### config.mk
export PLATFORM = sky130hd
export DESIGN_NAME = hazard_controller
export DESIGN_NICKNAME = d
export VERILOG_FILES = /design/src/rtl/rv32i_types.sv /design/src/rtl/perf_counter.sv /design/src/rtl/hazard_controller.sv
export SDC_FILE = /design/constraint.sdc
export NUM_CORES = 1
export LEC_CHECK = 0
export ABC_CLOCK_PERIOD_IN_PS = 3700
export CORE_ASPECT_RATIO = 1.25
export CORE_MARGIN = 3
export CORE_UTILIZATION = 45
export DETAILED_ROUTE_END_ITERATION = 10
export PLACE_DENSITY = 0.75
export SETUP_SLACK_MARGIN = 0.15
export SKIP_CTS_REPAIR_TIMING = 1
export SLEW_MARGIN = 20
export SYNTH_ARGS = -nofsm -noshare
export SYNTH_HDL_FRONTEND = slang
export SYNTH_SLANG_ARGS = --single-unit
### constraint.sdc
create_clock -name clk -period 3.7 [get_ports clk]
set_input_delay 0.74 -clock clk [delete_from_list [all_inputs] [get_ports clk]]
set_output_delay 0.74 -clock clk [all_outputs]
set_load 0.1 [all_outputs]
### src/rtl/rv32i_types.sv
// Shared RV32I pipeline types: register index, PC mux select, forwarding select
// and the hazard controller state.
package rv32i_types;

  typedef logic [4:0] rv32i_reg;

  typedef enum logic [1:0] {
    pc_plus4     = 2'b00,
    ex_target    = 2'b01,
    saved_target = 2'b10
  } pcsrc_sel_t;

  typedef enum logic [1:0] {
    fwd_none   = 2'b00,
    fwd_ex_mem = 2'b01,
    fwd_mem_wb = 2'b10
  } fwdsel_t;

  typedef enum logic {
    RUN           = 1'b0,
    REDIRECT_WAIT = 1'b1
  } hazard_state_t;

  // A load in EX feeding the instruction in ID; x0 is hardwired and never stalls.
  function automatic logic loadUseHazard(input logic memRead, input rv32i_reg exRd,
                                         input rv32i_reg idRs1, input rv32i_reg idRs2);
    return memRead && (exRd != 5'd0) && ((exRd == idRs1) || (exRd == idRs2));
  endfunction

endpackage

### src/rtl/perf_counter.sv
// Wrapping event counter for performance debug; clears asynchronously on reset.
module perf_counter #(
  parameter int width = 32
) (
  input  logic             clk,
  input  logic             rst,
  input  logic             inc_i,
  output logic [width-1:0] count_o
);

  logic [width-1:0] count_q;

  always_ff @(posedge clk or negedge rst) begin
    if (!rst) begin
      count_q <= '0;
    end else if (inc_i) begin
      count_q <= count_q + {{(width-1){1'b0}}, 1'b1};
    end
  end

  assign count_o = count_q;

endmodule

### src/rtl/hazard_controller.sv
// Five-stage pipeline sequencer: load-use stalls, memory freezes and branch
// redirects, including redirects deferred behind an outstanding fetch.
module hazard_controller
  import rv32i_types::*;
#(
  parameter int width = 32
) (
  input  logic             clk,
  input  logic             rst,
  input  rv32i_reg         IF_ID_rs1_i,
  input  rv32i_reg         IF_ID_rs2_i,
  input  rv32i_reg         ID_EX_rd_i,
  input  logic             ID_EX_mem_read_i,
  input  logic             EX_br_taken_i,
  input  logic             imem_resp_i,
  input  logic             dmem_req_i,
  input  logic             dmem_resp_i,
  output logic             load_pc_o,
  output logic             load_if_id_o,
  output logic             load_id_ex_o,
  output logic             load_ex_mem_o,
  output logic             load_mem_wb_o,
  output logic             bubble_id_ex_o,
  output logic             flush_if_id_o,
  output pcsrc_sel_t       pc_src_o,
  output logic             save_target_o,
  output logic [width-1:0] stall_cycles_o,
  output logic [width-1:0] redirect_count_o
);

  hazard_state_t state_q, state_d;
  logic dStall, iStall, luHazard, redirectInc, stallInc;

  assign dStall   = dmem_req_i & ~dmem_resp_i;
  assign iStall   = ~imem_resp_i;
  assign luHazard = loadUseHazard(ID_EX_mem_read_i, ID_EX_rd_i, IF_ID_rs1_i, IF_ID_rs2_i);

  always_comb begin
    load_pc_o      = 1'b1;
    load_if_id_o   = 1'b1;
    load_id_ex_o   = 1'b1;
    load_ex_mem_o  = 1'b1;
    load_mem_wb_o  = 1'b1;
    bubble_id_ex_o = 1'b0;
    flush_if_id_o  = 1'b0;
    save_target_o  = 1'b0;
    pc_src_o       = pc_plus4;
    redirectInc    = 1'b0;
    state_d        = state_q;

    if (!rst || dStall) begin
      // Reset and data-side freeze both hold every stage and the state.
      load_pc_o     = 1'b0;
      load_if_id_o  = 1'b0;
      load_id_ex_o  = 1'b0;
      load_ex_mem_o = 1'b0;
      load_mem_wb_o = 1'b0;
    end else if (state_q == REDIRECT_WAIT) begin
      bubble_id_ex_o = 1'b1;
      if (imem_resp_i) begin
        pc_src_o      = saved_target;
        flush_if_id_o = 1'b1;
        redirectInc   = 1'b1;
        state_d       = RUN;
      end else begin
        load_pc_o    = 1'b0;
        load_if_id_o = 1'b0;
      end
    end else if (EX_br_taken_i) begin
      bubble_id_ex_o = 1'b1;
      if (!iStall) begin
        pc_src_o      = ex_target;
        flush_if_id_o = 1'b1;
        redirectInc   = 1'b1;
      end else begin
        // Fetch still outstanding: park the target and redirect when it returns.
        save_target_o = 1'b1;
        load_pc_o     = 1'b0;
        load_if_id_o  = 1'b0;
        state_d       = REDIRECT_WAIT;
      end
    end else if (iStall || luHazard) begin
      load_pc_o      = 1'b0;
      load_if_id_o   = 1'b0;
      bubble_id_ex_o = 1'b1;
    end
  end

  assign stallInc = ~load_pc_o;

  always_ff @(posedge clk or negedge rst) begin
    if (!rst) begin
      state_q <= RUN;
    end else begin
      state_q <= state_d;
    end
  end

  perf_counter #(.width(width)) uStallCounter (
    .clk    (clk),
    .rst    (rst),
    .inc_i  (stallInc),
    .count_o(stall_cycles_o)
  );

  perf_counter #(.width(width)) uRedirectCounter (
    .clk    (clk),
    .rst    (rst),
    .inc_i  (redirectInc),
    .count_o(redirect_count_o)
  );

endmodule

==> results.yml <==
critical_path:
  r2r_start: "state_q"
  worstPathRequired_ns: 2.96
  cp_max_fo: 4
  worstPathArrival_ns: 2.54
  slowest_stage: "or4_1"
  cp_slowest_stage_delay_ns: 0.56
  r2r_cells: 6
  worstSetupPathType: "in2out"
  path_cells: "clkdlybuf4s50_1 -> or4_1 -> o21ai_2 -> nor2_2 -> a21oi_4 -> buf_12"
  reg2reg_to: "uRedirectCounter.count_o[19]"
  cp.depth: 6
  ff2ff_setup_slack_ns: 1.46
  crit_buf_inv: 2
  crit_family: "buffers and inverters"
  setup.worst_path.end: "load_if_id_o"
  critPathLaunchType: "input pin"
  startpoint: "ID_EX_rd_i[1]"
  critical_path.endpoint_type: "output port"
floorplanning:
  rows: 33
  core_area_sq_mm: 0.00665
  fp.dieH_um: 99.0
  die_w_um: 80.4
  initial_core_util: 0.468
  die_area_sq_mm: 0.00795
  num_io_pins: 96
logic_synthesis:
  synth_area_leaders: "dfrtp_1 52%, xnor2_1 13%, xor2_1 7.3%"
  synth_compound_area_frac: 0.0233
  synth_top_family_by_area: "simple AND/OR/NAND/NOR gates"
  synth_seq_cells: 65
  synth.largest_area_cell: "dfrtp_1"
  synth-async-reset-ratio: 1.00
  yosysSeqAreaShare: 0.523
  synth_top_area_frac: 0.523
  synth_mux_area_frac: 0.00724
  yosysWarnings: 0
  synth_xor_area_frac: 0.203
  syn_area_per_cell_sq_um: 11.0
  syn_nets: 306
  synth-adder-area-share: 0.00804
  yosysUniqueCellTypes: 37
  syn_inst: 282
  netlist_area_sq_mm: 0.00311
  synth-simple-area-share: 0.219
  synth_top_flop_cell: "dfrtp_1"
  synth_edf_count: 0
drt:
  drt-initial-drc-count: 106
  routed_via_density: 5.05
  wirelength_um: 6730
  drc: 0
  ant_nets: 0
  vias: 2415
  first_pass_iters: 6
  wl_per_cell_um: 14.1
global_route:
  grt_use_total: 0.184
  grt-ovfl-total: 0
  antenna_found_initial: 0
  grt_pass1_wl_um: 11500
  grt_max_degree: 66
  first_global_vias: 2455
sta:
  fin_crit_ns: 3.28
  tightest_slew_ns: 1.02
  relSlewSlack: 0.317
  rsz0062_at_grt: "no"
  setup_violations: 0
  finalSetupTns_ns: 0
  max_freq_ghz: 0.305
  drv_slew: 0
  min_period_over_period: 0.887
  fin_skew_ns: 0.00839
  hold_viol_final: 0
layout:
  final_cell_mix: "84 x clkdlybuf4s50_1, 65 x dfrtp_1, 46 x xnor2_1"
  nets: 410
  n_fill_cell: 562
  diodes: 0
  area_growth_pct: 42.5
  layout_commonest_cell: "clkdlybuf4s50_1"
  drive_gt1_frac: 0.107
  stdcell_area_sq_mm: 0.00444
cts:
  cts_buffers: 9
  cts_buffer_depth: 2
  cts_root_buffer: "clkbuf_8"
  tritoncts: "built"
  h-tree-depth: 3
  path_clk_slew_ns: 0.07
  cts.sinks: 65
  clk_latency_ns: 0.33
pwr:
  peakVddDrop_uv: 829
  p_per_area_mw_per_mm2: 625
  p_leak_uw: 0.00188
worst_hold_path:
  hold_path_class: "reg2reg"
placed_design:
  dp_hpwl_um: 5030
  gp_congestion: 0.757
  portBuffers: 95
  post_dp_cell_area_sq_mm: 0.00419
run_status:
  status: "complete, no violations"
job:
  max_cap_viol_count: 0
[power breakdown]
group          internal (uW)  leakage, uW  switching [uW]
Combinational            278     0.000921             852
Clock                    451     0.000117             273
Sequential               803     0.000844             118
[sequential cells by signal, summed over array words and instances, names as in the netlist]
signal                    cells
state_q                       1
uStallCounter.count_o        32
uRedirectCounter.count_o     32
[per-stage QoR]
stage / hold slack [ns] / power, uW / utilization / cells / worst slack (ns)
floorplan: 0.444 / 1770 / - / 282 / -0.0221
global placement: 0.459 / 2050 / 0.631 / 462 / 0.430
detailed placement: 0.467 / 2070 / 0.631 / 462 / 0.412
CTS: 0.476 / 2790 / 0.667 / 478 / 0.409
global route: 0.484 / 2890 / 0.667 / 478 / 0.374
finish: 0.466 / 2770 / 0.667 / 478 / 0.418
[synthesized netlist by cell type (2+ instances only)]
master,count
nor4b_1,3
xnor2_1,46
xor2_1,26
nand3_1,20
nand2b_1,7
nor3b_1,4
inv_1,3
nand3_2,2
nor4_1,2
and4_1,4
ha_1,2
nor3_1,8
nor2_1,18
nand2_1,28
nand4_1,8
dfrtp_1,65
buf_4,4
a21oi_1,2
and3_1,12
[cell families (layout without fill, tap and decap cells)]
logic type / Yosys count / after routing
AO/OA/AOI/OAI: 9 / 9
XOR/XNOR: 72 / 72
adder cells (fa/ha/maj): 2 / 2
buffers and inverters: 8 / 117
flip-flops: 65 / 65
multiplexers: 2 / 2
AND/OR/NAND/NOR: 124 / 124
[cell type report]
type                            instances  area, sq um  area share
Clock inverter                          6          115      0.0260
Inverter                                3         11.3     0.00254
Timing Repair Buffer                   98         1010       0.227
Clock buffer                           10          128      0.0288
Sequential cell                        65         1630       0.367
Multi-Input combinational cell        209         1440       0.325
Tap cell                               87          109      0.0245
[worst min path at each step]
stage	startpoint	to	slack (ns)	depth (start not counted)
4_1_cts	uRedirectCounter.count_o[31]	uRedirectCounter.count_o[31]	0.48	1
3_5_place_dp	uRedirectCounter.count_o[31]	uRedirectCounter.count_o[31]	0.47	1
2_1_floorplan	rst	state_q	0.44	0
5_1_grt	uRedirectCounter.count_o[31]	uRedirectCounter.count_o[31]	0.48	1
6_report	uRedirectCounter.count_o[31]	uRedirectCounter.count_o[31]	0.47	1
3_3_place_gp	uRedirectCounter.count_o[31]	uRedirectCounter.count_o[31]	0.46	1
[metal layers]
layer / share of wire / vias to the layer above / global-route usage
met5: 0 / - / 0
met4: 0.019 / 0 / 0.0715
met3: 0.073 / 12 / 0.0631
met2: 0.49 / 80 / 0.298
met1: 0.41 / 1157 / 0.224
li1: - / 1166 / -
(Power assumes the default switching activity.)
